**src/rtl/ni_credit_tx_pkg.sv**
```systemverilog
// rtl/ni_credit_tx_pkg.sv - shared defaults, channel ids and clog2 helper for the NI transmit stage
package ni_credit_tx_pkg;

    localparam int NI_DATA_W     = 32;
    localparam int NI_FIFO_DEPTH = 4;

    typedef enum int unsigned {
        NI_CH_ACT  = 0,
        NI_CH_READ = 1,
        NI_CH_FIN  = 2
    } ni_ch_e;

    function automatic int clog2(input int value);
        int result;
        result = 0;
        for (int i = 0; i < 31; i++) begin
            if ((1 << i) < value) begin
                result = i + 1;
            end
        end
        return result;
    endfunction

endpackage

```
**src/rtl/ni_credit_tx_if.sv**
```systemverilog
// rtl/ni_credit_tx_if.sv - source/router-side bundle of the NI transmit stage (master drives sources, slave is the stage)
interface ni_credit_tx_if
    import ni_credit_tx_pkg::*;
#(
    parameter int NUM_CH      = 3,
    parameter int DATA_W      = NI_DATA_W,
    parameter int CREDIT_INIT = 4
);

    localparam int CH_W  = clog2(NUM_CH);
    localparam int CNT_W = clog2(CREDIT_INIT + 1);

    logic [NUM_CH-1:0]        in_valid;
    logic [NUM_CH*DATA_W-1:0] in_data;
    logic [NUM_CH-1:0]        in_ready;
    logic                     out_data_valid;
    logic [DATA_W-1:0]        out_data;
    logic [CH_W-1:0]          out_ch;
    logic                     downstream_credit;
    logic                     router_rdy;
    logic [CNT_W-1:0]         credit_cnt;
    logic                     idle;
    logic                     credit_err;

    modport master (
        output in_valid, in_data, downstream_credit,
        input  in_ready, out_data_valid, out_data, out_ch, router_rdy, credit_cnt, idle, credit_err
    );

    modport slave (
        input  in_valid, in_data, downstream_credit,
        output in_ready, out_data_valid, out_data, out_ch, router_rdy, credit_cnt, idle, credit_err
    );

endinterface

```
**src/rtl/ni_tx_fifo.sv**
```systemverilog
// rtl/ni_tx_fifo.sv - per-channel synchronous FIFO with combinational head (push, pop, din, dout, full, empty)
module ni_tx_fifo
    import ni_credit_tx_pkg::*;
#(
    parameter int DATA_W     = NI_DATA_W,
    parameter int FIFO_DEPTH = NI_FIFO_DEPTH
) (
    input  logic              clk,
    input  logic              rst,
    input  logic              push,
    input  logic              pop,
    input  logic [DATA_W-1:0] din,
    output logic [DATA_W-1:0] dout,
    output logic              full,
    output logic              empty
);

    localparam int AW = clog2(FIFO_DEPTH);

    logic [DATA_W-1:0] mem [FIFO_DEPTH];
    logic [AW-1:0]     wr_ptr;
    logic [AW-1:0]     rd_ptr;
    logic [AW:0]       count;
    logic              do_push;
    logic              do_pop;

    assign full    = (count == (AW+1)'(FIFO_DEPTH));
    assign empty   = (count == '0);
    // Push is judged against the registered full flag, so a pop in the same cycle does not make room.
    assign do_push = push && !full;
    assign do_pop  = pop && !empty;
    assign dout    = mem[rd_ptr];

    always_ff @(posedge clk) begin
        if (rst) begin
            wr_ptr <= '0;
            rd_ptr <= '0;
            count  <= '0;
        end else begin
            if (do_push) begin
                wr_ptr <= wr_ptr + 1'b1;
            end
            if (do_pop) begin
                rd_ptr <= rd_ptr + 1'b1;
            end
            case ({do_push, do_pop})
                2'b10:   count <= count + 1'b1;
                2'b01:   count <= count - 1'b1;
                default: count <= count;
            endcase
        end
    end

    always_ff @(posedge clk) begin
        if (do_push) begin
            mem[wr_ptr] <= din;
        end
    end

endmodule

```
**src/rtl/ni_credit_tx.sv**
```systemverilog
// rtl/ni_credit_tx.sv - N-channel credit-based NI transmit stage (clk, rst, bus slave modport; option NI_TX_PRIORITY_EN)
module ni_credit_tx
    import ni_credit_tx_pkg::*;
#(
    parameter int NUM_CH      = 3,
    parameter int DATA_W      = NI_DATA_W,
    parameter int FIFO_DEPTH  = NI_FIFO_DEPTH,
    parameter int CREDIT_INIT = 4
) (
    input  logic          clk,
    input  logic          rst,
    ni_credit_tx_if.slave bus
);

    localparam int CH_W  = clog2(NUM_CH);
    localparam int CNT_W = clog2(CREDIT_INIT + 1);

    logic [NUM_CH-1:0] fifo_empty;
    logic [NUM_CH-1:0] fifo_full;
    logic [NUM_CH-1:0] pop;
    logic [DATA_W-1:0] head [NUM_CH];

    logic [NUM_CH-1:0] cand;
    logic              hi_hit;
    logic              lo_hit;
    logic [CH_W-1:0]   hi_ch;
    logic [CH_W-1:0]   lo_ch;
    logic              any_req;
    logic              grant;
    logic [CH_W-1:0]   grant_ch;
    logic              adv_ptr;

    logic [CH_W-1:0]   rr_ptr;
    logic [CNT_W-1:0]  credit_cnt;
    logic              out_valid_q;
    logic [DATA_W-1:0] out_data_q;
    logic [CH_W-1:0]   out_ch_q;
    logic              credit_err_q;

    for (genvar i = 0; i < NUM_CH; i++) begin : g_ch
        ni_tx_fifo #(
            .DATA_W     (DATA_W),
            .FIFO_DEPTH (FIFO_DEPTH)
        ) u_fifo (
            .clk   (clk),
            .rst   (rst),
            .push  (bus.in_valid[i]),
            .pop   (pop[i]),
            .din   (bus.in_data[i*DATA_W +: DATA_W]),
            .dout  (head[i]),
            .full  (fifo_full[i]),
            .empty (fifo_empty[i])
        );
    end

    // Round-robin: lowest eligible channel at or above the pointer, else lowest eligible overall (wrap).
    always_comb begin
        cand = ~fifo_empty;
`ifdef NI_TX_PRIORITY_EN
        cand[0] = 1'b0;
`endif
        hi_hit = 1'b0;
        lo_hit = 1'b0;
        hi_ch  = '0;
        lo_ch  = '0;
        for (int i = NUM_CH - 1; i >= 0; i--) begin
            if (cand[i]) begin
                lo_hit = 1'b1;
                lo_ch  = CH_W'(i);
            end
            if (cand[i] && (CH_W'(i) >= rr_ptr)) begin
                hi_hit = 1'b1;
                hi_ch  = CH_W'(i);
            end
        end
        grant_ch = hi_hit ? hi_ch : lo_ch;
        any_req  = hi_hit || lo_hit;
        adv_ptr  = 1'b1;
`ifdef NI_TX_PRIORITY_EN
        // Channel 0 pre-empts the rotation and leaves the pointer untouched.
        if (!fifo_empty[0]) begin
            grant_ch = '0;
            any_req  = 1'b1;
            adv_ptr  = 1'b0;
        end
`endif
        // Uses the registered count: a credit returning at zero enables a grant only next cycle.
        grant = any_req && (credit_cnt != '0);
    end

    always_comb begin
        pop = '0;
        for (int i = 0; i < NUM_CH; i++) begin
            pop[i] = grant && (grant_ch == CH_W'(i));
        end
    end

    always_ff @(posedge clk) begin
        if (rst) begin
            rr_ptr       <= '0;
            out_valid_q  <= 1'b0;
            out_data_q   <= '0;
            out_ch_q     <= '0;
            credit_cnt   <= CNT_W'(CREDIT_INIT);
            credit_err_q <= 1'b0;
        end else begin
            out_valid_q <= grant;
            if (grant) begin
                out_data_q <= head[grant_ch];
                out_ch_q   <= grant_ch;
                if (adv_ptr) begin
                    rr_ptr <= (grant_ch == CH_W'(NUM_CH - 1)) ? '0 : grant_ch + 1'b1;
                end
            end
            case ({grant, bus.downstream_credit})
                2'b10: credit_cnt <= credit_cnt - 1'b1;
                2'b01: begin
                    // Excess credit saturates the counter and latches an error until reset.
                    if (credit_cnt == CNT_W'(CREDIT_INIT)) begin
                        credit_err_q <= 1'b1;
                    end else begin
                        credit_cnt <= credit_cnt + 1'b1;
                    end
                end
                default: credit_cnt <= credit_cnt;
            endcase
        end
    end

    assign bus.in_ready       = ~fifo_full;
    assign bus.out_data_valid = out_valid_q;
    assign bus.out_data       = out_data_q;
    assign bus.out_ch         = out_ch_q;
    assign bus.router_rdy     = (credit_cnt != '0);
    assign bus.credit_cnt     = credit_cnt;
    assign bus.credit_err     = credit_err_q;
    assign bus.idle           = (&fifo_empty) && !out_valid_q && (credit_cnt == CNT_W'(CREDIT_INIT));

endmodule

```
**src/flat_wrapper.sv**
```systemverilog
// flat-port wrapper written by rule: the top's interface ports become plain ports
module ni_credit_tx_flat import ni_credit_tx_pkg::*;
#(
    parameter int NUM_CH      = 3,
    parameter int DATA_W      = NI_DATA_W,
    parameter int FIFO_DEPTH  = NI_FIFO_DEPTH,
    parameter int CREDIT_INIT = 4
)
  (clk, rst, bus_in_valid, bus_in_data, bus_downstream_credit, bus_in_ready, bus_out_data_valid, bus_out_data, bus_out_ch, bus_router_rdy, bus_credit_cnt, bus_idle, bus_credit_err);
  ni_credit_tx_if #(.NUM_CH(NUM_CH), .DATA_W(DATA_W), .CREDIT_INIT(CREDIT_INIT)) bus_i ();
  input  logic clk;
  input  logic rst;
  input wire logic [$bits(bus_i.in_valid)-1:0] bus_in_valid;
  input wire logic [$bits(bus_i.in_data)-1:0] bus_in_data;
  input wire logic [$bits(bus_i.downstream_credit)-1:0] bus_downstream_credit;
  output wire logic [$bits(bus_i.in_ready)-1:0] bus_in_ready;
  output wire logic [$bits(bus_i.out_data_valid)-1:0] bus_out_data_valid;
  output wire logic [$bits(bus_i.out_data)-1:0] bus_out_data;
  output wire logic [$bits(bus_i.out_ch)-1:0] bus_out_ch;
  output wire logic [$bits(bus_i.router_rdy)-1:0] bus_router_rdy;
  output wire logic [$bits(bus_i.credit_cnt)-1:0] bus_credit_cnt;
  output wire logic [$bits(bus_i.idle)-1:0] bus_idle;
  output wire logic [$bits(bus_i.credit_err)-1:0] bus_credit_err;
  assign bus_i.in_valid = bus_in_valid;
  assign bus_i.in_data = bus_in_data;
  assign bus_i.downstream_credit = bus_downstream_credit;
  assign bus_in_ready = bus_i.in_ready;
  assign bus_out_data_valid = bus_i.out_data_valid;
  assign bus_out_data = bus_i.out_data;
  assign bus_out_ch = bus_i.out_ch;
  assign bus_router_rdy = bus_i.router_rdy;
  assign bus_credit_cnt = bus_i.credit_cnt;
  assign bus_idle = bus_i.idle;
  assign bus_credit_err = bus_i.credit_err;
  ni_credit_tx #(.NUM_CH(NUM_CH), .DATA_W(DATA_W), .FIFO_DEPTH(FIFO_DEPTH), .CREDIT_INIT(CREDIT_INIT)) u_core (.clk(clk), .rst(rst), .bus(bus_i));
endmodule
```
**config.mk**
```make
export PLATFORM = sky130hd
export DESIGN_NAME = ni_credit_tx_flat
export DESIGN_NICKNAME = d
export VERILOG_FILES = /design/src/rtl/ni_credit_tx_pkg.sv /design/src/rtl/ni_credit_tx_if.sv /design/src/rtl/ni_tx_fifo.sv /design/src/rtl/ni_credit_tx.sv /design/src/flat_wrapper.sv
export SDC_FILE = /design/constraint.sdc
export NUM_CORES = 1
export LEC_CHECK = 0
export ABC_AREA = 1
export ABC_CLOCK_PERIOD_IN_PS = 8650
export CELL_PAD_IN_SITES_DETAIL_PLACEMENT = 1
export CELL_PAD_IN_SITES_GLOBAL_PLACEMENT = 1
export CORE_ASPECT_RATIO = 0.7
export CORE_MARGIN = 5
export CORE_UTILIZATION = 50
export DETAILED_ROUTE_END_ITERATION = 12
export PLACE_DENSITY = 0.95
export SYNTH_ARGS = -nofsm -noshare
export SYNTH_HDL_FRONTEND = slang
export SYNTH_SLANG_ARGS = --single-unit
export TNS_END_PERCENT = 1
```
**constraint.sdc**
```tcl
create_clock -name clk -period 8.65 [get_ports clk]
set_input_delay 2.595 -clock clk [delete_from_list [all_inputs] [get_ports clk]]
set_output_delay 2.595 -clock clk [all_outputs]
set_load 0.01 [all_outputs]
```
**Yosys cells after proc, flatten, opt, wreduce, memory -nomap -nowiden**

Memory sizes are Yosys's and may differ from the RTL's. A register that Yosys moved wholly into a read port is not among the register bits.
Cells that the tools add are included.

- Add/sub/neg operators: 15
- Magnitude comparators: 4
- Equal/unequal tests: 15
- Mux-type cells: 34
- Bitwise operators: 3
- Reductions and logical operators: 35

Operators with widths:

| operator | count |
|---|---|
| $bmux W32 S2 | 1 |
| $mux W32 | 2 |
| $mux W2 | 14 |
| $pmux W3 S2 | 4 |
| $logic_and A1 B1 Y1 | 15 |
| $add A2 B1 Y2 const B | 7 |
| $add A3 B1 Y3 const B | 4 |
| $eq A3 B3 Y1 const B | 4 |
| $mux W1 | 12 |
| $sub A3 B1 Y3 const B | 4 |
| $eq A2 B1 Y1 const B | 5 |
| $eq A2 B2 Y1 const B | 5 |
| $logic_not A3 Y1 | 3 |
| $reduce_bool A2 Y1 | 4 |
| $logic_not A1 Y1 | 7 |
| $not A3 Y3 | 2 |
| $ge A1 B2 Y1 const A | 2 |
| $reduce_and A2 Y1 | 2 |
| $ge A3 B3 Y1 const B | 1 |
| $mux W3 | 1 |
| $not A2 Y3 | 1 |
| $reduce_and A3 Y1 | 1 |
| $reduce_bool A3 Y1 | 1 |
| $ge A2 B2 Y1 const A | 1 |
| 3 further kinds | 3 |

- Register bits: 62
- Bits in writable memories: 384
- Input bits: 102
- Output and inout bits: 44
- Logic and storage cells: 124
- Memories: 3

Memories:

| name | words | bits a word | rd ports | clocked after Yosys merged registers in | write ports | line | text |
|---|---|---|---|---|---|---|---|
| u_core.g_ch[0].u_fifo.mem | 4 | 32 | 1 | 1 | 1 | ni_tx_fifo.sv:20 | `logic [DATA_W-1:0] mem [FIFO_DEPTH];` |
| u_core.g_ch[1].u_fifo.mem | 4 | 32 | 1 | 1 | 1 | ni_tx_fifo.sv:20 |  |
| u_core.g_ch[2].u_fifo.mem | 4 | 32 | 1 | 1 | 1 | ni_tx_fifo.sv:20 |  |

**Logic depth before layout (Yosys ltp)**

Gate-level depths: netlist (run 1).

- Depth in word-level cells: 12
- Gate-level depth with buffers: 15
- Gate-level depth less buffers: 15

**Modules after synthesis**

Synthesis (run 1) repeated with hierarchy kept, for this count alone.

- Cell total of the unflattened synthesis: 1549
- Area total of the unflattened synthesis: 18310.1 um2

By module, submodules not included:

| module | instances | cells each | area an instance (um2) | sequential area each (um2) |
|---|---|---|---|---|
| ni_tx_fifo | 3 | 379 | 5276.3 | 4023.9 |
| ni_credit_tx | 1 | 412 | 2481.1 | 820.8 |

**Least setup slack after synthesis (run 1)**

OpenSTA, ideal clock, no wires.

- Path type: input -> register
- From: input port bus_in_valid[1]
- To: memory u_core.g_ch[1].u_fifo.mem[0][0] (netlist name), enable pin
- Setup time: 0.421 ns
- Arrival: 4.126 ns
- Data required time: 8.229 ns
- Setup slack: 4.103 ns
- Stages: 2
- Path buffers: 0
- Cells stage by stage: nand2_1 > nor2_1

- Cells in the longest elaborated chain, start to end: 3

RTL lines:

| item | line | text |
|---|---|---|
| start: declaration | flat_wrapper.sv:13 | `input wire logic [$bits(bus_i.in_valid)-1:0] bus_in_valid;` |
| $logic_and A1 B1 Y1 | ni_tx_fifo.sv:30 | `assign do_push = push && !full;` |
| $mux W1 | ni_tx_fifo.sv:55 | `if (do_push) begin` |
| $mux W1 (implied by the code) | ni_tx_fifo.sv:56 | `mem[wr_ptr] <= din;` |
| end: declaration | ni_tx_fifo.sv:20 |  |

No other way between the ends.

**Worst setup path in the final report (run 1)**

- From: register u_core.g_ch[0].u_fifo.count[0]
- To: output port bus_idle

- Cells in the longest elaborated chain, start to end: 4

RTL lines:

| item | line | text |
|---|---|---|
| start: declaration | ni_tx_fifo.sv:23 | `logic [AW:0] count;` |
| start signal: assignment | ni_tx_fifo.sv:47 | `2'b10: count <= count + 1'b1;` |
| start signal: assignment | ni_tx_fifo.sv:48 | `2'b01: count <= count - 1'b1;` |
| start signal: assignment | ni_tx_fifo.sv:49 | `default: count <= count;` |
| $logic_not A3 Y1 | ni_tx_fifo.sv:28 | `assign empty = (count == '0);` |
| $reduce_and A3 Y1 | ni_credit_tx.sv:137 | `assign bus.idle = (&fifo_empty) && !out_valid_q && (credit_cnt == CNT_W'(CREDIT_INIT));` |
| $logic_and A1 B1 Y1 (2 in series) | ni_credit_tx.sv:137 |  |
| end: declaration | flat_wrapper.sv:22 | `output wire logic [$bits(bus_i.idle)-1:0] bus_idle;` |

No other way between the ends.

==> results of run 1 <==
==> logic make-up (layout without fill, tap and decap cells) <==
kind of cell / Yosys count / count (layout)
compound gates: 300 / 300
xor+xnor: 3 / 3
fa+ha+maj: 19 / 19
buf+inv: 202 / 356
flops: 452 / 452
other cells: 0 / 2
simple gates: 639 / 639
==> worst register-to-register path: stages (launching register included) <==
cell     delay, ns
dfxtp_1       0.38
nor2_4        0.16
nand2_4       0.11
nand2_4       0.35
nand2_2       0.14
inv_4         0.37
nand2_4       0.41
nand3_2       0.27
inv_1         0.07
ha_1          0.23
fa_1          0.41
a21oi_1       0.17
o21a_1        0.18
o21ai_0       0.14
a21oi_1       0.18
==> metrics by stage <==
step	util	area [µm²]	instances	hold slack [ns]
CTS	0.599	21700	2249	0.498
global placement	0.560	20300	2170	0.460
global route	0.599	21700	2251	0.514
finish	0.599	21700	2251	0.494
detailed placement	0.560	20300	2170	0.459
floorplan	-	18500	1615	0.454
==> metal layers <==
layer  vias to the layer above  track usage  routed length [µm]
li1                       5853            -                   -
met1                      6821        0.342               21700
met2                       669        0.461               28100
met3                       154       0.0590                4320
met4                         8        0.113                2360
met5                         -            0                  46
==> flip-flops by register name, indices dropped and copies added (netlist names), named ones only <==
signal and count:
u_core.bus.credit_cnt 3, u_core.bus.credit_err 1, u_core.bus.out_ch 2, u_core.bus.out_data 32, u_core.bus.out_data_valid 1, u_core.g_ch.u_fifo.count 9
u_core.g_ch.u_fifo.mem 384, u_core.g_ch.u_fifo.rd_ptr 6, u_core.g_ch.u_fifo.wr_ptr 6, u_core.rr_ptr 2
==> power breakdown <==
| group | internal, µW | total (µW) | switching, µW |
|---|---|---|---|
| logic | 891 | 3200 | 2310 |
| registers | 2690 | 2840 | 153 |
| clock network | 1100 | 1920 | 823 |
| total | 4680 | 7960 | 3290 |
==> worst paths after layout <==
kind | startpoint | endpoint | slack, ns | depth (start not counted)
worst max-delay path | u_core.g_ch[0].u_fifo.count[0] | bus_idle | 3.88 | 6
worst min-delay path | u_core.bus.credit_err | u_core.bus.credit_err | 0.49 | 1
worst min register to register | u_core.bus.credit_err | u_core.bus.credit_err | 0.49 | 1
worst max register to register | u_core.g_ch[0].u_fifo.count[0] | u_core.g_ch[0].u_fifo.count[2] | 5.00 | 14
==> synthesized netlist by cell type <==
library cell and instances:
edfxtp_1 384, nand2_1 250, nor2_1 197, o21ai_0 185, nand3_1 167, inv_1 100, dfxtp_1 68, clkbuf_1 44
a21oi_1 35, o22ai_1 32, buf_2 27, o21ai_1 23, a21oi_2 21, ha_1 15, inv_2 10, nand2_4 8
buf_6 7, buf_4 6, buf_1 5, nand2_2 5, fa_1 4, nand3_2 3, xor2_1 3, clkbuf_2 2
nand3_4 2, nor2_8 2, nor3_1 2, o21a_1 2, a21boi_4 1, a31oi_1 1, inv_4 1, nand4_2 1
nor2_2 1, nor2_4 1
==> layout make-up <==
class | count | area (µm²) | area share
Sequential cell | 452 | 12900 | 0.595
Multi-Input combinational cell | 961 | 4740 | 0.219
Timing Repair Buffer | 166 | 1610 | 0.0742
Clock buffer | 63 | 1250 | 0.0578
Tap cell | 480 | 601 | 0.0277
Inverter | 111 | 419 | 0.0193
Clock inverter | 16 | 153 | 0.00704
Antenna cell | 2 | 5.00 | 0.000231
==> summary.txt, run 1 <==
Global route
  – Initial antenna violation count: 5
  – First-pass GRT wire length: between 80000 and 90000 µm
  – Vias in the first global route: 14200
  – Largest net degree at the start of global routing: between 60 and 70
  – Gr ovfl total: 0
  – Gr usage total: 0.272

Cells and area
  – Most common cell after layout, fill and taps aside: edfxtp_1
  – Fraction of layout cells with a size suffix above 1: 0.0876
  – Final nets: 1856
  – Most frequent cells in the layout: 384 x edfxtp_1, 250 x nand2_1, 185 x nor2_1, 185 x o21ai_0, 167 x nand3_1
  – Area Growth Syn to Fin: 17.3%
  – Fillers: 3682

STA
  – RSZ-0062 raised after global routing: no
  – Total negative slack: 0 ns
  – Minimum clock period: approximately 4.8 ns
  – Slack of the critical path: 3.88 ns
  – Worst-Margin Slew: ~1.1 ns
  – Final setup viols: 0
  – Skew final: just under 0.02 ns
  – Fmax: 210 MHz
  – Fin. max-slew vios: 0
  – Endpoints failing hold: 0
  – Final period utilization: 0.551
  – Slew margin rel.: 0.239

Pwr
  – Max IR drop VDD: between 0.2 and 0.3 mV
  – P_leak: approximately 0.008 µW
  – Power Total: 7960 µW
  – Power Dens Cells: 367 mW/mm²

Min path
  – Worst min-delay path class: reg2reg

Clocking
  – Post-CTS sizing: 0
  – CTS Hold Buffers Added: 0
  – Postcts setup bufs: 0
  – Total CTS buffers: 43
  – Clk_lat worst skew: 0.56 ns
  – Clk sink count: 452
  – Clk root buf: clkbuf_16
  – CTS H-Tree Depth: 2
  – CTS tree: built
  – Max clock buf depth: 3
  – Worst-path clk slew: about 0.070 ns

Floorplan
  – Die Y: 171 µm
  – Chip width: 240 µm
  – Row count: 58
  – Starting Density: 0.510
  – Core Area: 0.0362 mm²
  – I/O pin count: 146
  – DIE AREA: 0.0410 mm²

Logic synthesis
  – Netlist Area Pre-Place: 0.0185 mm²
  – Top cells by area in the synthesized netlist: edfxtp_1 62%, dfxtp_1 7.4%, nand2_1 5.1%
  – Area share of fa/ha/maj cells after synthesis: 0.0145
  – Avg Inst Size Synth: approximately 11 µm²
  – #FFs+latches synth: 452
  – Largest family of logic cells by synthesized area: simple AND/OR/NAND/NOR gates
  – Yosys top cell area share: 0.624
  – Post-synth top area cell: edfxtp_1
  – Sequential element share of the synthesized area: 0.698
  – Xor and xnor area share after synthesis: 0.00142
  – Simple logic cell fraction of the synthesized area: 0.150
  – Mux contribution to synthesized area: 0
  – Post-Syn Nets: 1736
  – Mapped Cells: ~1600
  – Post-synthesis compound-gate area fraction: 0.0888
  – Unique masters post-synth: 34
  – Synth warn: 0

Setup path
  – Crit. End Element: output pin
  – CP top delay family: simple AND/OR/NAND/NOR gates
  – CP Launch Type: flip-flop
  – Worst-path cell chain: nor2_4, nand2_4, nor2_8, nand2_2, nor3_1, clkdlybuf4s50_1
  – Critical path type: reg2out
  – Worst Path Buf+Inv: 1
  – Crit-path max FO: 3
  – CP max stage delay: 0.57 ns
  – Worst path required time: 6.06 ns
  – WP data arrival: 2.17 ns
  – Slowest cell on the critical path: clkdlybuf4s50_1

Place
  – Gpl congestion: approximately 0.83
  – I/O Buffers: 145
  – Hpwl dp: 34300 µm
  – Place WS: between 3 and 4 ns

Routing
  – Pre-antenna DRT Iters: 7
  – Vias: around 14000
  – Vias/cell: 6.00
  – Detailed Route WL: 56500 µm
  – Routed Antenna Nets: 0
  – Iteration-0 DRC Markers: 1352
  – Number of remaining DRC errors: 0
  – WL/cell: 25.1 µm

Run
  – Max Cap Viol: 0

Run status
  – Status: completed
Note: power is estimated with default switching activity, not from simulation.
==> run 2: changes to the inputs <==
- ABC_CLOCK_PERIOD_IN_PS: 8650 -> 4550
- CORE_UTILIZATION: 50 -> 47
- PLACE_DENSITY: 0.95 -> 0.91
- clock period: 8.65 -> 4.55 ns (I/O delays scaled with it)
==> run 2 against run 1 <==
  * Core utilization decreased by 3.8 points
  * Total power increased by 88%
  * Final cell count increased by 2.0%
  * Largest power group unchanged
  * Sequential cell count unchanged
  * Combinational power increased by 86%
  * Setup slack got worse by 2.8 ns
  * Non-clock buffer count decreased by 1
  * Register-to-register slack got worse by 3.8 ns
  * Clock power increased by 84%
  * Clock-buffer cell count increased by 2
  * Global-route usage decreased by 2.3 points
  * Highest routed layer unchanged
==> summary.txt, run 2 (synthesis results as in run 1) <==
Setup path
  – Reg2reg start: u_core.g_ch[0].u_fifo.count[0]
  – WP data arrival: 2.13 ns (-0.04 ns)
  – Crit. End Element: output pin
  – Critical path type: reg2out
  – Critical Path Source: u_core.g_ch[1].u_fifo.count[2]
  – Crit-path max FO: 4 (+1)
  – CP Launch Type: flip-flop
  – Worst path required time: 3.18 ns (-2.88 ns)

Routing
  – Pre-antenna DRT Iters: 5 (-2)
  – Detailed Route WL: 55700 µm (-1.5%)
  – Vias/cell: 5.84 (-2.7%)
  – Vias: 13400 (-0.71%)
  – WL/cell: 24.3 µm (-3.4%)
  – Routed Antenna Nets: 0 (unchanged)
  – Number of remaining DRC errors: 0 (unchanged)
  – Iteration-0 DRC Markers: 1484 (+9.8%)

Clocking
  – CTS Hold Buffers Added: 0 (unchanged)
  – Clk_lat worst skew: 0.58 ns (+0.02 ns)
  – Post-CTS sizing: 0 (unchanged)
  – Clk sink count: 452 (unchanged)
  – Max clock buf depth: 3 (unchanged)
  – CTS tree: built
  – Worst-path clk slew: 0.06 ns (about the same)
  – Total CTS buffers: 43 (unchanged)
  – CTS H-Tree Depth: 2 (unchanged)
  – Postcts setup bufs: 0 (unchanged)
  – Clk root buf: clkbuf_16

Cells and area
  – Final nets: 1855 (-0.054%)
  – ANT cells: 0 (-2)
  – Reg with most FFs: u_core.g_ch.u_fifo.mem
  – Largest register FFs: 384 (unchanged)
  – Most common cell after layout, fill and taps aside: edfxtp_1
  – Area Growth Syn to Fin: 17.3% (about the same)
  – Most frequent cells in the layout: 384 x edfxtp_1, 250 x nand2_1, 185 x nor2_1, 185 x o21ai_0, 167 x nand3_1
  – Footprint of the multi-input gates: 0.00474 mm² (unchanged)
  – Fraction of layout cells with a size suffix above 1: 0.0859 (-0.00170)
  – Register Area: 0.0129 mm² (unchanged)
  – Fillers: 3936 (+6.9%)
  – Core Util, Final: 0.561 (-0.0381)
  – Cell Count, Final, Fillers Out: 2296 (+2.0%)

STA
  – Slew margin rel.: 0.190 (-0.0486)
  – Fmax: ~290 MHz
  – Endpoints failing hold: 0 (unchanged)
  – Fin. max-slew vios: 0 (unchanged)
  – Worst-Margin Slew: 1.21 ns (+0.0746 ns)
  – Skew final: 0.0361 ns (+0.0163 ns)
  – Slack of the critical path: 1.06 ns (-2.83 ns)
  – Total negative slack: 0 ns (unchanged)
  – Final setup viols: 0 (unchanged)
  – RSZ-0062 raised after global routing: no
  – Minimum clock period: 3.49 ns
  – Final period utilization: 0.768

Pwr
  – Switch share: 0.414 (+0.00151)
  – Max IR drop VDD: 0.594 mV (+120%)
  – Power Dens Cells: 689 mW/mm² (+88%)
  – Clock group share of total power: 0.236 (-0.005)
  – Internal Power: 8750 µW (+87%)
  – Comb power frac: 0.399 (-0.003)
  – Power Total: 14900 µW (+88%)
  – P_leak: 0.00797 µW (-0.48%)
  – NetSw: 6180 µW (+88%)
  – Sequential fraction of design power: 0.365 (+0.008)

Global route
  – Gr ovfl total: 0 (unchanged)
  – Gr usage total: 0.249 (-0.0225)
  – Largest net degree at the start of global routing: 68 (unchanged)
  – First-pass GRT wire length: 83200 µm (-2.3%)
  – Vias in the first global route: 14000 (-1.7%)
  – Initial antenna violation count: 4 (-1)

Place
  – I/O Buffers: 145 (unchanged)
  – Gpl congestion: 0.827 (-0.66%)
  – Place WS: 1.02 ns (-2.77 ns)
  – Number of cells after detailed placement: 2216 (+2.1%)
  – Hpwl dp: 34700 µm (+1.2%)

Floorplan
  – Starting Density: 0.478 (-0.0323)
  – Core Area: 0.0387 mm² (+6.8%)
  – I/O pin count: 146 (unchanged)
  – Chip width: 247 µm (+3.0%)
  – Die Y: 176 µm (+3.0%)
  – Row count: 60 (+3.4%)
  – DIE AREA: 0.0434 mm² (+6.1%)

Min path
  – Worst min-delay path class: reg2reg
  – Min-delay src: u_core.bus.credit_err

Run status
  – Status: completed

Run
  – Max Cap Viol: 0 (unchanged)
==> run 2: cell types whose count changed in the layout (fill, tap and decap cells not counted), moves of 2 or more <==
cell	change
clkbuf_1	+3
bufinv_16	-2
diode_2	-2
clkinv_2	-2
==> run 2: layer usage <==
layer / up-vias / global-route usage / wire [µm] / share of wire
li1: 5850 / - / - / -
met1: 6719 / 0.320 / 21800 / 0.39
met2: 655 / 0.416 / 27000 / 0.48
met3: 177 / 0.0526 / 4390 / 0.079
met4: 8 / 0.0987 / 2450 / 0.044
met5: - / 0 / 52 / 0.00093
==> run 2: critical path: stages (launching register included) <==
cell	delay, ns
dfxtp_1	0.31
inv_1	0.10
nand3_2	0.19
nor2_8	0.19
nand2_2	0.08
nor3_1	0.14
clkdlybuf4s50_1	0.56
==> run 2: final cells by class <==
type                            count  area share
Timing Repair Buffer              165      0.0739
Multi-Input combinational cell    961       0.219
Clock inverter                     15     0.00531
Inverter                          111      0.0193
Sequential cell                   452       0.595
Tap cell                          527      0.0304
Clock buffer                       65      0.0572
==> run 2: path summary, 6_finish.rpt <==
| kind | end | slack [ns] | depth (start not counted) |
|---|---|---|---|
| worst max-delay path | bus_idle | 1.06 | 6 |
| worst min-delay path | u_core.bus.credit_err | 0.50 | 1 |
| worst max register to register | u_core.g_ch[0].u_fifo.count[2] | 1.18 | 14 |
| worst min register to register | u_core.bus.credit_err | 0.50 | 1 |
==> run 2: stage by stage <==
stage	hold slack, ns	cell area [µm²]
final	0.499	21700
after global routing	0.521	21700
after CTS	0.503	21700
after detailed placement	0.492	20300
after global placement	0.461	20300
after floorplan	0.454	18500
==> run 2: power groups by stage <==
stage / Clock, µW / Combinational (µW) / Sequential, µW
floorplan: 0 / 3870 / 5430
detailed placement: 0 / 5750 / 5520
CTS: 3560 / 5880 / 5440
global route: 3750 / 6420 / 5480
finish: 3530 / 5960 / 5450
global placement: 0 / 5300 / 5470
==> RTL change 1: new RTL, config.mk and constraints of run 2 <==
`NUM_CH` is set to 3 in 3 places; all go to 6.
--- a/src/rtl/ni_credit_tx_if.sv
+++ b/src/rtl/ni_credit_tx_if.sv
@@ -2,7 +2,7 @@
 interface ni_credit_tx_if
     import ni_credit_tx_pkg::*;
 #(
-    parameter int NUM_CH      = 3,
+    parameter int NUM_CH      = 6,
     parameter int DATA_W      = NI_DATA_W,
     parameter int CREDIT_INIT = 4
 );
--- a/src/rtl/ni_credit_tx.sv
+++ b/src/rtl/ni_credit_tx.sv
@@ -2,7 +2,7 @@
 module ni_credit_tx
     import ni_credit_tx_pkg::*;
 #(
-    parameter int NUM_CH      = 3,
+    parameter int NUM_CH      = 6,
     parameter int DATA_W      = NI_DATA_W,
     parameter int FIFO_DEPTH  = NI_FIFO_DEPTH,
     parameter int CREDIT_INIT = 4
--- a/src/flat_wrapper.sv
+++ b/src/flat_wrapper.sv
@@ -1,7 +1,7 @@
 // flat-port wrapper written by rule: the top's interface ports become plain ports
 module ni_credit_tx_flat import ni_credit_tx_pkg::*;
 #(
-    parameter int NUM_CH      = 3,
+    parameter int NUM_CH      = 6,
     parameter int DATA_W      = NI_DATA_W,
     parameter int FIFO_DEPTH  = NI_FIFO_DEPTH,
     parameter int CREDIT_INIT = 4
Interface: changed (resized bus_in_data, bus_in_ready, bus_in_valid and bus_out_ch); port bits go from 146 to 249. No check against the original RTL was run, so the function may have changed too.
==> RTL change 1 against run 2 <==
  * Power rose by 86%
  * Design area is 89% higher
  * Largest power group unchanged
  * Area after synthesis is 89% higher
  * Highest routed layer unchanged
  * Routed wire length increased by 110%
  * Via count rose by 93%
  * Hold slack worse by 0.028 ns
  * Sequential cell count is 413 higher
  * Worst setup slack worse by 0.92 ns
==> RTL change 1: results (changes against run 2) <==
Routing
  – TritonRoute pass-1 iters: 8 (was 5)
  – Routed WL: 117,000 um (was 55,700 um)
  – Drt wl/cell: 28.3 um (was 24.3 um)
  – 1st-iter DRT viols: 3,629 (was 1,484)
  – Vias: 25,800 (was 13,400)

Critical path
  – Reg-to-reg endpoint: u_core.g_ch[2].u_fifo.count[2] (was u_core.g_ch[0].u_fifo.count[2])
  – Largest stage delay, worst path: 0.59 ns (was 0.56 ns)
  – Slowest CP cell: clkdlybuf4s50_1 (unchanged)
  – Worst Setup SP: u_core.g_ch[2].u_fifo.count[1] (was u_core.g_ch[1].u_fifo.count[2])
  – Worst reg2reg path depth: 20 (was 14)
  – Crit path max fanout: 3 (was 4)
  – Worst Path Arrival: 3.05 ns (was 2.13 ns)
  – R2R setup slack: 0.35 ns (was 1.18 ns)

Logic synthesis
  – Avg Cell Area, Syn: 12.1 um2 (was 11.4 um2)
  – Synth area leaders: edfxtp_1 (66%), dfxtp_1 (5.6%), o21ai_0 (5.0%) (was edfxtp_1 (62%), dfxtp_1 (7.4%), nand2_1 (5.1%))
  – Sequential fraction of the synthesis area: 71.8% (was 69.8%)
  – Count of cell types in the netlist: 40 (was 34)
  – Post-synth EDFFs: 768 (was 384)
  – Asr flop ratio synth: 0% (unchanged)
  – Commonest cells post-synth: edfxtp_1 (768), nand2_1 (398), nor2_1 (372), o21ai_0 (348), a21oi_1 (148) (was edfxtp_1 (384), nand2_1 (250), nor2_1 (197), o21ai_0 (185), nand3_1 (167))
  – Ys Warns: 0 (unchanged)
  – Syn nets: 3,123 (was 1,736)

Clock tree
  – CTS buffer count: 81 (was 43)
  – Clk_lat worst skew: 0.67 ns (was 0.58 ns)
  – Clock Path Buffers: 3 (unchanged)
  – Clock Pin Slew Worst Setup and Hold Paths: 0.07 ns
  – Post-CTS setup repair buffer count: 0 (unchanged)
  – H-tree lvl count: 3 (was 2)
  – Cts repair resizes: 0 (unchanged)

GRT
  – Largest net degree at the start of global routing: 81 (was 68)
  – First-pass GRT wire length: 172,000 um (was 83,200 um)
  – Total global-route track usage: 28.6% (was 24.9%)
  – Antenna violations before repair: 16 (was 4)

Place
  – DP Cell Count: 3,984 (was 2,216)
  – Placed wire-length estimate: 75,400 um (was 34,700 um)
  – Gpl congestion: 0.868 (was 0.827)
  – Placed cell areas: 38,200 um2 (was 20,300 um2)
  – IO buf count: 248 (was 145)

Timing
  – Final Skew: 0.0388 ns (was 0.0361 ns)
  – Final setup vio count: 0 (unchanged)
  – Worst-Margin Slew: 1.22 ns (was 1.21 ns)

Min path
  – Worst min path class: flop to flop (unchanged)

Layout
  – Nets: 3,329 (was 1,855)
  – Fillers: 7,300 (was 3,936)
  – Max reg flops: 768 (was 384)
  – Reg with most FFs: u_core.g_ch.u_fifo.mem (unchanged)
  – Share of cells above drive strength 1: 8.27% (was 8.59%)

Power and ir drop
  – Max VDD drop: 0.818 mV (was 0.594 mV)
  – Leak Pwr: 14.4 nW (was 7.97 nW)
  – Psw: 11.5 mW (was 6.18 mW)

Run status
  – Status: finished, final reports clean (unchanged)

Floorplanning
  – Initial Utilization: 47.5% (was 47.8%)
## RTL change 1: cells by family after synthesis
| logic type | synth area share (%) |
|---|---|
| flops | 71.8 |
| simple gates | 11.7 |
| compound gates | 11.4 |
| buf+inv | 3.64 |
| fa+ha+maj | 1.52 |
## RTL change 1: metrics by stage
step / power [mW] / setup WS (ns) / hold WS, ns
floorplan: 16.6 / 1.23 / 0.433
global placement: 19.7 / 0.963 / 0.453
detailed placement: 20.4 / 0.641 / 0.462
CTS: 27.5 / 0.251 / 0.473
global route: 28.9 / 0.0562 / 0.495
finish: 27.8 / 0.139 / 0.471
## RTL change 1: area by class of cell
class | count | area (um2) | share of cell area (%)
flip-flops and latches | 865 | 25000 | 61.1
multi-input cells | 1712 | 8650 | 21.1
repair buffers | 296 | 2850 | 6.97
clock buffers | 112 | 2330 | 5.69
well taps | 977 | 1220 | 2.99
inverters | 134 | 504 | 1.23
clock inverters | 36 | 318 | 0.777
diodes | 13 | 32.5 | 0.0795
## RTL change 1: metal layers
metal | up-vias | part of all wire [%] | track usage [%]
met2 | 1719 | 47 | 46.2
li1 | 10800 | - | -
met5 | - | 0.039 | 0
met4 | 8 | 4.0 | 10.5
met1 | 13000 | 38 | 38.1
met3 | 313 | 11 | 7.03
## RTL change 1: worst max-delay path, delay by kind of cell, from the launching register on
| kind | cells | cell delay [ns] |
|---|---|---|
| AND/OR/NAND/NOR | 4 | 1.30 |
| buffers and inverters | 2 | 0.75 |
| flip-flops | 1 | 0.33 |
## RTL change 1: power by group through the flow
stage,Sequential [mW],Clock [mW],Combinational [mW]
floorplan,10.1,0,6.55
global placement,10.1,0,9.62
detailed placement,10.2,0,10.3
CTS,10.0,6.90,10.6
global route,10.1,7.29,11.6
finish,10.0,6.86,10.9
## RTL change 1: worst min path at each step
| stage | end | cells after the start | start |
|---|---|---|---|
| final | u_core.bus.credit_err | 1 | u_core.bus.credit_err |
| after floorplan | flop | 2 | u_core.g_ch[0].u_fifo.rd_ptr[1] |
| after CTS | u_core.g_ch[0].u_fifo.rd_ptr[1] | 2 | u_core.g_ch[0].u_fifo.rd_ptr[1] |
| after global routing | u_core.bus.credit_err | 1 | u_core.bus.credit_err |
| after global placement | u_core.g_ch[0].u_fifo.rd_ptr[1] | 2 | u_core.g_ch[0].u_fifo.rd_ptr[1] |
| after detailed placement | u_core.bus.out_data[24] | 2 | u_core.bus.out_data[24] |
==> RTL change 2: new RTL, config.mk and constraints of run 2 <==
Made on the original files. Reset style: asynchronous (`rst`), changed in 2 clocked blocks.
--- a/src/rtl/ni_tx_fifo.sv
+++ b/src/rtl/ni_tx_fifo.sv
@@ -31,7 +31,7 @@
     assign do_pop  = pop && !empty;
     assign dout    = mem[rd_ptr];
 
-    always_ff @(posedge clk) begin
+    always_ff @(posedge clk or posedge rst) begin
         if (rst) begin
             wr_ptr <= '0;
             rd_ptr <= '0;
--- a/src/rtl/ni_credit_tx.sv
+++ b/src/rtl/ni_credit_tx.sv
@@ -95,7 +95,7 @@
         end
     end
 
-    always_ff @(posedge clk) begin
+    always_ff @(posedge clk or posedge rst) begin
         if (rst) begin
             rr_ptr       <= '0;
             out_valid_q  <= 1'b0;
Check against the original RTL: differs if rst is asserted again (counterexample within 4 cycles, from zero or initial values and one cycle with rst high); with rst held inactive, the same outputs for 4 cycles.
==> RTL change 2 against run 2 <==
  * Sequential cell count is 6 lower
  * Routed wire length decreased by 4.4%
  * Utilization increased by 0.46 points
  * Design area is 3.0% lower
  * Power grew 5.9%
  * Register-to-register slack got worse by 0.23 ns
  * Area after synthesis shrank 4.1%
  * Worst setup slack got worse by 0.22 ns
  * Critical path type unchanged
  * Highest routed layer unchanged
==> RTL change 2: results (changes against run 2) <==
Run status
  – Status: finished, final reports clean (unchanged)

Place
  – Place WS: 1.06 ns (was 1.02 ns)
  – DP Cell Count: 1,983 (was 2,216)

Critical path
  – Reg-to-reg endpoint: u_core.g_ch[2].u_fifo.count[2] (was u_core.g_ch[0].u_fifo.count[2])
  – Worst Setup SP: u_core.g_ch[2].u_fifo.count[0] (was u_core.g_ch[1].u_fifo.count[2])
  – Worst Path Arrival: 2.35 ns (was 2.13 ns)
  – Crit path max fanout: 3 (was 4)
  – FF-to-FF Start: u_core.g_ch[0].u_fifo.count[1] (was u_core.g_ch[0].u_fifo.count[0])
  – Worst reg2reg path depth: 12 (was 14)

Layout
  – Nets: 1,660 (was 1,855)

Logic synthesis
  – Compound-Gate Fraction of Synth Area: 10.4% (was 8.88%)
  – Post-Synth XOR/XNOR Area: 0.692% (was 0.142%)
  – Multiplexer share of the synthesized area: 0.0635% (was 0%)
  – Cells after synthesis: 1,403 (was 1,615)
  – Asr flop ratio synth: 13.9% (was 0%)
  – Sequential fraction of the synthesis area: 73.8% (was 69.8%)
  – Commonest cells post-synth: edfxtp_1 (384), nor2_1 (235), o21ai_0 (202), nand2_1 (173), o22ai_1 (96) (was edfxtp_1 (384), nand2_1 (250), nor2_1 (197), o21ai_0 (185), nand3_1 (167))
  – Synth area leaders: edfxtp_1 (65%), dfrtp_1 (8.6%), o21ai_0 (5.7%) (was edfxtp_1 (62%), dfxtp_1 (7.4%), nand2_1 (5.1%))
  – Syn nets: 1,524 (was 1,736)

Timing
  – Max_slew headroom: 25.9% (was 19.0%)
  – Final Skew: 0.0302 ns (was 0.0361 ns)
  – Worst Slack Setup Final: 0.839 ns (was 1.06 ns)

Min path
  – Hold Startpoint: u_core.bus.credit_cnt[2] (was u_core.bus.credit_err)
  – Hold depth: 2 (was 1)
  – Worst Hold Endpoint: u_core.bus.credit_cnt[2] (was u_core.bus.credit_err)

Routing
  – Vias: 12,200 (was 13,400)
  – Wire length on met1: 20,700 um (was 21,800 um)
  – Met2 wire length: 26,300 um (was 27,000 um)
  – Routed WL: 53,300 um (was 55,700 um)
  – Met3 wire length: 4330 um (was 4390 um)
  – Vias per cell: 5.93 (was 5.84)
  – TritonRoute pass-1 iters: 8 (was 5)

Power and ir drop
  – Leak Pwr: 7.52 nW (was 7.97 nW)
  – Max VDD drop: 0.354 mV (was 0.594 mV)
  – Sequential logic power: 5.97 mW (was 5.45 mW)

GRT
  – Vias in the first global route: 12,900 (was 14,000)
  – Total global-route track usage: 24.8% (was 24.9%)
  – Antenna violations before repair: 2 (was 4)
  – M1 GR Usage: 31.3% (was 32.0%)
  – Met2 usage: 42.4% (was 41.6%)

Clock tree
  – CTS buffer count: 42 (was 43)
## RTL change 2: cell types whose count changed after synthesis, moves of 21 or more
cell | run 2 | this run
nand3_1 | 167 | 49
nand2_1 | 250 | 173
dfxtp_1 | 68 | 0
o22ai_1 | 32 | 96
dfrtp_1 | 0 | 61
inv_1 | 100 | 39
nor2_1 | 197 | 235
a21oi_1 | 35 | 6
o21ai_1 | 23 | 0
a21oi_2 | 21 | 0
## RTL change 2: layout make-up
class / instances / area, um2
clock buffer: 54 / 1150
tap: 488 / 611
timing repair buffer: 170 / 1640
sequential: 446 / 13100
inverter: 44 / 165
fill: 3701 / 16200
multi-input combinational: 835 / 4160
antenna: 1 / 2.50
clock inverter: 24 / 226
## RTL change 2: worst max-delay path, delay by kind of cell, from the launching register on
family,cells,cell delay [ns]
flops,1,0.45
buf+inv,2,0.69
simple gates,4,0.63
